===== src/rtl/rgb_pkg.sv =====
// Shared opcodes, header field positions and the per-channel write command
// for the RGB PWM controller.
package rgb_pkg;

    localparam logic [1:0] OP_SET    = 2'b00;
    localparam logic [1:0] OP_FADE   = 2'b01;
    localparam logic [1:0] OP_ALLOFF = 2'b10;
    localparam logic [1:0] OP_RSVD   = 2'b11;

    localparam int HDR_BIT = 7;
    localparam int OP_HI   = 6;
    localparam int OP_LO   = 5;
    localparam int CH_HI   = 4;
    localparam int CH_LO   = 0;

    typedef enum logic {
        S_IDLE,
        S_WAIT_DATA
    } state_t;

    // One-cycle write strobes into a channel; data is shared by all channels.
    typedef struct packed {
        logic       clr;
        logic       set;
        logic       fade;
        logic [7:0] data;
    } chan_cmd_t;

endpackage


===== src/rtl/pwm_channel.sv =====
// One LED channel: duty/target with fade stepping, period-aligned shadow
// of the duty, and the registered PWM comparator.
module pwm_channel
    import rgb_pkg::*;
#(
    parameter int PWM_BITS = 8
) (
    input  logic                clk,
    input  logic                rst,
    input  chan_cmd_t           cmd,
    input  logic                fade_tick,
    input  logic                pwm_wrap,
    input  logic [PWM_BITS-1:0] pwm_cnt,
    output logic [PWM_BITS-1:0] duty_cur,
    output logic                led
);

    logic [PWM_BITS-1:0] target;
    logic [PWM_BITS-1:0] active;
    logic [PWM_BITS-1:0] wdata;

    assign wdata = PWM_BITS'(cmd.data);

    // Explicit writes take priority over the fade step landing in the same cycle.
    always_ff @(posedge clk) begin
        if (rst) begin
            duty_cur <= '0;
            target   <= '0;
        end else if (cmd.clr) begin
            duty_cur <= '0;
            target   <= '0;
        end else if (cmd.set) begin
            duty_cur <= wdata;
            target   <= wdata;
        end else begin
            if (cmd.fade)
                target <= wdata;
            if (fade_tick && duty_cur != target)
                duty_cur <= (duty_cur < target) ? duty_cur + 1'b1 : duty_cur - 1'b1;
        end
    end

    // Shadow only reloads at the period boundary so a pulse is never cut short.
    always_ff @(posedge clk) begin
        if (rst) begin
            active <= '0;
            led    <= 1'b0;
        end else begin
            if (pwm_wrap)
                active <= duty_cur;
            led <= (pwm_cnt < active);
        end
    end

endmodule


===== src/rtl/rgb_pwm_ctrl.sv =====
// Framed byte-command parser driving CHANNELS PWM outputs with shared
// PWM/fade prescalers and a per-channel fade engine.
module rgb_pwm_ctrl
    import rgb_pkg::*;
#(
    parameter int CHANNELS       = 3,
    parameter int PWM_BITS       = 8,
    parameter int PWM_DIV        = 4,
    parameter int FADE_DIV       = 100000,
    parameter int TIMEOUT_CYCLES = 1000000
) (
    input  logic                clk,
    input  logic                rst,
    input  logic [7:0]          rx_data,
    input  logic                rx_valid,
    output logic [CHANNELS-1:0] led,
    output logic                cmd_ack,
    output logic                frame_err
);

    localparam int PW = (PWM_DIV > 1)        ? $clog2(PWM_DIV)        : 1;
    localparam int FW = (FADE_DIV > 1)       ? $clog2(FADE_DIV)       : 1;
    localparam int TW = (TIMEOUT_CYCLES > 1) ? $clog2(TIMEOUT_CYCLES) : 1;

    state_t        state_q, state_d;
    logic [1:0]    op_q;
    logic [4:0]    ch_q;
    logic [TW-1:0] to_q;
    logic          timeout;

    logic          hdr;
    logic [1:0]    op_in;
    logic          ch_ok;
    logic          ack_d, err_d, all_clr, set_wr, fade_wr;

    logic [PW-1:0]       pdiv_q;
    logic [FW-1:0]       fdiv_q;
    logic [PWM_BITS-1:0] pwm_cnt;
    logic                pwm_tick, fade_tick, pwm_wrap;

    logic [CHANNELS-1:0][PWM_BITS-1:0] duty_cur;
    chan_cmd_t                         cmd [CHANNELS];

    assign hdr     = rx_data[HDR_BIT];
    assign op_in   = rx_data[OP_HI:OP_LO];
    assign ch_ok   = 32'(ch_q) < CHANNELS;
    assign timeout = (state_q == S_WAIT_DATA) && (to_q == TW'(TIMEOUT_CYCLES - 1));

    always_ff @(posedge clk) begin
        if (rst) state_q <= S_IDLE;
        else     state_q <= state_d;
    end

    always_comb begin
        state_d = state_q;
        case (state_q)
            S_IDLE:
                if (rx_valid && hdr && (op_in == OP_SET || op_in == OP_FADE))
                    state_d = S_WAIT_DATA;
            S_WAIT_DATA:
                if (rx_valid || timeout)
                    state_d = S_IDLE;
            default: state_d = S_IDLE;
        endcase
    end

    // Exactly one of ack/err can be raised per accepted byte or timeout.
    always_comb begin
        ack_d   = 1'b0;
        err_d   = 1'b0;
        all_clr = 1'b0;
        set_wr  = 1'b0;
        fade_wr = 1'b0;
        case (state_q)
            S_IDLE:
                if (rx_valid) begin
                    if (!hdr)
                        err_d = 1'b1;
                    else if (op_in == OP_ALLOFF) begin
                        all_clr = 1'b1;
                        ack_d   = 1'b1;
                    end else if (op_in == OP_RSVD)
                        err_d = 1'b1;
                end
            S_WAIT_DATA:
                if (rx_valid) begin
                    if (ch_ok) begin
                        ack_d   = 1'b1;
                        set_wr  = (op_q == OP_SET);
                        fade_wr = (op_q == OP_FADE);
                    end else
                        err_d = 1'b1;
                end else if (timeout)
                    err_d = 1'b1;
            default: ;
        endcase
    end

    always_ff @(posedge clk) begin
        if (rst) begin
            op_q      <= OP_SET;
            ch_q      <= '0;
            to_q      <= '0;
            cmd_ack   <= 1'b0;
            frame_err <= 1'b0;
        end else begin
            if (state_q == S_IDLE && rx_valid && hdr) begin
                op_q <= op_in;
                ch_q <= rx_data[CH_HI:CH_LO];
            end
            to_q      <= (state_q == S_IDLE) ? '0 : to_q + 1'b1;
            cmd_ack   <= ack_d;
            frame_err <= err_d;
        end
    end

    assign pwm_tick  = (pdiv_q == PW'(PWM_DIV - 1));
    assign fade_tick = (fdiv_q == FW'(FADE_DIV - 1));
    assign pwm_wrap  = pwm_tick && (pwm_cnt == '1);

    always_ff @(posedge clk) begin
        if (rst) begin
            pdiv_q  <= '0;
            fdiv_q  <= '0;
            pwm_cnt <= '0;
        end else begin
            pdiv_q <= pwm_tick  ? '0 : pdiv_q + 1'b1;
            fdiv_q <= fade_tick ? '0 : fdiv_q + 1'b1;
            if (pwm_tick)
                pwm_cnt <= pwm_cnt + 1'b1;
        end
    end

    for (genvar i = 0; i < CHANNELS; i++) begin : g_ch
        assign cmd[i].clr  = all_clr;
        assign cmd[i].set  = set_wr  && (ch_q == 5'(i));
        assign cmd[i].fade = fade_wr && (ch_q == 5'(i));
        assign cmd[i].data = rx_data;

        pwm_channel #(.PWM_BITS(PWM_BITS)) u_ch (
            .clk       (clk),
            .rst       (rst),
            .cmd       (cmd[i]),
            .fade_tick (fade_tick),
            .pwm_wrap  (pwm_wrap),
            .pwm_cnt   (pwm_cnt),
            .duty_cur  (duty_cur[i]),
            .led       (led[i])
        );
    end

endmodule


===== config.mk =====
export PLATFORM = sky130hd
export DESIGN_NAME = rgb_pwm_ctrl
export DESIGN_NICKNAME = d
export VERILOG_FILES = /design/src/rtl/rgb_pkg.sv /design/src/rtl/pwm_channel.sv /design/src/rtl/rgb_pwm_ctrl.sv
export SDC_FILE = /design/constraint.sdc
export NUM_CORES = 1
export LEC_CHECK = 0
export CELL_PAD_IN_SITES_DETAIL_PLACEMENT = 0
export CELL_PAD_IN_SITES_GLOBAL_PLACEMENT = 1
export CORE_ASPECT_RATIO = 1.4
export CORE_MARGIN = 2
export CORE_UTILIZATION = 45
export CTS_BUF_LIST = sky130_fd_sc_hd__clkbuf_8
export DETAILED_ROUTE_END_ITERATION = 10
export HOLD_SLACK_MARGIN = 0.06
export PLACE_DENSITY = 0.87
export SLEW_MARGIN = 20
export SYNTH_ARGS = -nofsm -noshare
export SYNTH_HDL_FRONTEND = slang
export SYNTH_SLANG_ARGS = --single-unit

===== constraint.sdc =====
create_clock -name clk -period 2.88 [get_ports clk]
set_input_delay 0.288 -clock clk [delete_from_list [all_inputs] [get_ports clk]]
set_output_delay 0.288 -clock clk [all_outputs]
set_load 0.01 [all_outputs]

==> results.json <==
{
  "slowest_stage": "or4_4",
  "top_level_ports": 16,
  "design_area_um2": 8800,
  "syn_avg_cell_area_um2": 8.48,
  "synth_cell_types": 57,
  "fmax_mhz": 335,
  "clockPowerShare_pct": 44.9,
  "core_um2": 15500,
  "slowest_delay_ps": 490,
  "synth_edf_count": 0,
  "grt_max_degree": 34,
  "holdWs_ps": 261,
  "post-route-min-period_ps": 2980,
  "antenna_left": 0,
  "rsz0062_at_grt": "true",
  "crit_path_cell_trace": "inv_1, ha_1, a21oi_1, a21oi_2, or3_4, buf_4, ha_2, or4_4, o22ai_4, nor4_1, o21ai_1, xor2_1, a21oi_1",
  "cellLeakagePower_nw": 3.42,
  "crit_fanout": 7,
  "clk_pin_slew_worst_paths_ps": 80,
  "clock_path_buffers": 2,
  "grt_overflow_total": 0,
  "drt_wl_total_um": 16600,
  "path_buf_inv": 2,
  "ys.flop_type": "dfxtp_1",
  "arrival_ps": 3300,
  "cp_common_cell": "a21oi_1",
  "synthCells": 843,
  "ys_warn_count": 0,
  "initial_core_util_pct": 46.0,
  "cts.hold.buffers_added": 0,
  "skew_ps": 14.0,
  "slew_headroom_pct": 51.1,
  "layout-drive-gt1-share_pct": 19.9,
  "r2r_slack_ps": -100,
  "grt_first_pass_wirelength_um": 26800,
  "startpoint_type": "flop",
  "reg2reg_from": "g_ch[2].u_ch.target[3]$_SDFFE_PP0P_",
  "rr_worst_depth": 13,
  "placed_cell_area_um2": 7900,
  "power_per_cell_area_nw_per_um2": 448,
  "fillCellCount": 1429,
  "p_seq_share_pct": 47.2,
  "clock_sinks": 132,
  "min_period_over_period_pct": 104,
  "utilization_pct": 56.7,
  "status": "finished with violations",
  "cts_buffers": 17,
  "drv_cap": 0,
  "vias": 6010,
  "die_area_um2": 16900,
  "hpwl_um": 11500,
  "crit_type": "reg2reg",
  "p_sw_uw": 945,
  "intPower_mw": 3.00,
  "die_w_um": 111,
  "die_h_um": 153,
  "violations": "negative setup slack",
  "synthArstFlopShare_pct": 0,
  "rr_endpoint": "g_ch[2].u_ch.duty_cur[7]$_SDFFE_PP0P_",
  "dr.pass1.iters": 5,
  "final.setup.tns_ps": -158,
  "hold_start": "rst",
  "p_total_mw": 3.95,
  "clk_latency_ps": 450,
  "port_buffers": 15,
  "routed_via_density": 5.29,
  "grt_pass1_vias": 5721,
  "cp_top_family": "simple AND/OR/NAND/NOR gates",
  "syn2layout_area_growth_pct": 23.2,
  "hold_viol": 0,
  "grt_usage_pct": 19.2,
  "pwr-share-comb_pct": 8.0,
  "setup_violations": 2,
  "endpoint_kind": "flop",
  "antenna_found_initial": 0,
  "drtIter0Drc": 216,
  "h-tree-depth": 4,
  "required_ps": 3200,
  "syn-num-nets": 927,
  "maxSlewViolCount": 0,
  "gp_congestion": 0.807,
  "vdd_drop_max_uv": 282,
  "n_antenna_cell": 0,
  "min-delay-path-class": "in2reg",
  "synth-seq-cells": 132,
  "tightest_slew_ps": 733,
  "drc": 0,
  "syn_area_um2": 7150,
  "hold_end": "fdiv_q[2]$_SDFF_PP0_",
  "yosysSeqAreaShare_pct": 37.0,
  "setup_ws_ps": -105,
  "fp-row-count": 54,
  "switching_share_pct": 23.9,
  "hold_path_depth": 2,
  "cts_tree": "built",
  "nets": 1011,
  "wl_per_cell_um": 14.6,
  "root_buffer": "clkbuf_8"
}
## logic make-up (layout without fill, tap and decap cells)
kind of cell	count (synthesis)	in the layout	share of synthesized area [%]
adder cells (fa/ha/maj)	73	73	13.1
XOR/XNOR	49	49	6.00
AND/OR/NAND/NOR	303	303	20.0
flip-flops	132	132	37.0
buffers and inverters	88	184	5.02
multiplexers	40	40	5.60
AO/OA/AOI/OAI	158	159	13.3
## area by class of cell
type | instances | area, um^2 | area share (%)
flip-flops and latches | 132 | 2660 | 30.2
repair buffers | 96 | 766 | 8.70
clock inverters | 12 | 178 | 2.02
inverters | 56 | 210 | 2.39
clock buffers | 20 | 275 | 3.13
well taps | 196 | 245 | 2.79
multi-input cells | 624 | 4470 | 50.8
## layout by cell type, fill, tap and decap left out, drive strengths merged, types with 4 or more instances in the layout
cell           count
mux2i             40
o21ai             32
clkbuf            20
dfxtp            132
nor3              10
nand3             19
nand2b             7
a21oi             75
a21o               6
nor2b              4
buf               82
nor2             107
nand2             92
xnor2             22
nor4               4
clkdlybuf4s50     14
and3               5
bufinv             4
or3               15
nand4             18
a211oi            20
inv               58
xor2              27
ha                70
## metrics by stage
| step | instances | setup WS, ps |
|---|---|---|
| 6_report | 1136 | -105 |
| 5_1_grt | 1136 | -256 |
| 4_1_cts | 1131 | -57.5 |
| 3_5_place_dp | 1087 | -191 |
| 3_3_place_gp | 1087 | -71.0 |
| 2_1_floorplan | 843 | 10.4 |
## routing by layer
layer | GRT usage [%] | part of all wire, %
met5 | 0 | 0
met1 | 22.1 | 43
met3 | 3.49 | 2.8
met2 | 35.7 | 52
met4 | 6.43 | 1.9
## cells in the mapped netlist (9+ instances only)
cell / n / share of area [%]
xnor2_1: 22 / 2.7
a21oi_1: 74 / 5.2
or3_1: 14 / 1.2
xor2_1: 27 / 3.3
ha_1: 70 / 12
dfxtp_1: 132 / 37
clkbuf_1: 20 / 1.1
nor3_1: 9 / 0.63
nand4_1: 18 / 1.6
nor2_1: 106 / 5.6
nand2_1: 92 / 4.8
inv_1: 56 / 2.9
o21ai_1: 11 / 0.77
nand3_1: 19 / 1.3
a211oi_1: 17 / 1.8
o21ai_0: 21 / 1.5
mux2i_1: 40 / 5.6
## sequential cells by signal, indices dropped and copies added (netlist names)
name / cells
ch_q: 5
cmd_ack: 1
fdiv_q: 17
frame_err: 1
g_ch.u_ch.active: 24
g_ch.u_ch.duty_cur: 24
g_ch.u_ch.led: 3
g_ch.u_ch.target: 24
op_q: 2
pdiv_q: 2
pwm_cnt: 8
state_q: 1
to_q: 20
## power by group through the flow
| stage | clock, mW | sequential (mW) | combinational, mW |
|---|---|---|---|
| 2_1_floorplan | 0 | 1.90 | 0.180 |
| 3_3_place_gp | 0 | 1.90 | 0.279 |
| 3_5_place_dp | 0 | 1.91 | 0.281 |
| 4_1_cts | 1.80 | 1.86 | 0.291 |
| 5_1_grt | 1.88 | 1.87 | 0.349 |
| 6_report | 1.77 | 1.86 | 0.314 |
## repair_timing
action,in CTS,in global routing
endpoints found under the setup margin,9,12
pin swaps,14,39
setup buffers,12,4
gates cloned,0,1
resized for setup,10,57
## how the worst max path moves through the flow
stage | to | cells past startpoint | slack, ps | from
final | g_ch[2].u_ch.duty_cur[7]$_SDFFE_PP0P_ | 13 | -100 | g_ch[2].u_ch.target[3]$_SDFFE_PP0P_
after global routing | g_ch[2].u_ch.duty_cur[6]$_SDFFE_PP0P_ | 14 | -260 | g_ch[2].u_ch.target[1]$_SDFFE_PP0P_
after CTS | g_ch[2].u_ch.duty_cur[6]$_SDFFE_PP0P_ | 14 | -60 | g_ch[2].u_ch.target[1]$_SDFFE_PP0P_
after detailed placement | g_ch[1].u_ch.duty_cur[7]$_SDFFE_PP0P_ | 13 | -190 | g_ch[1].u_ch.target[3]$_SDFFE_PP0P_
after global placement | g_ch[1].u_ch.duty_cur[7]$_SDFFE_PP0P_ | 13 | -70 | g_ch[1].u_ch.target[3]$_SDFFE_PP0P_
after floorplan | g_ch[1].u_ch.duty_cur[7]$_SDFFE_PP0P_ | 13 | 10 | g_ch[1].u_ch.target[3]$_SDFFE_PP0P_
Note: power is estimated with default switching activity, not from simulation.
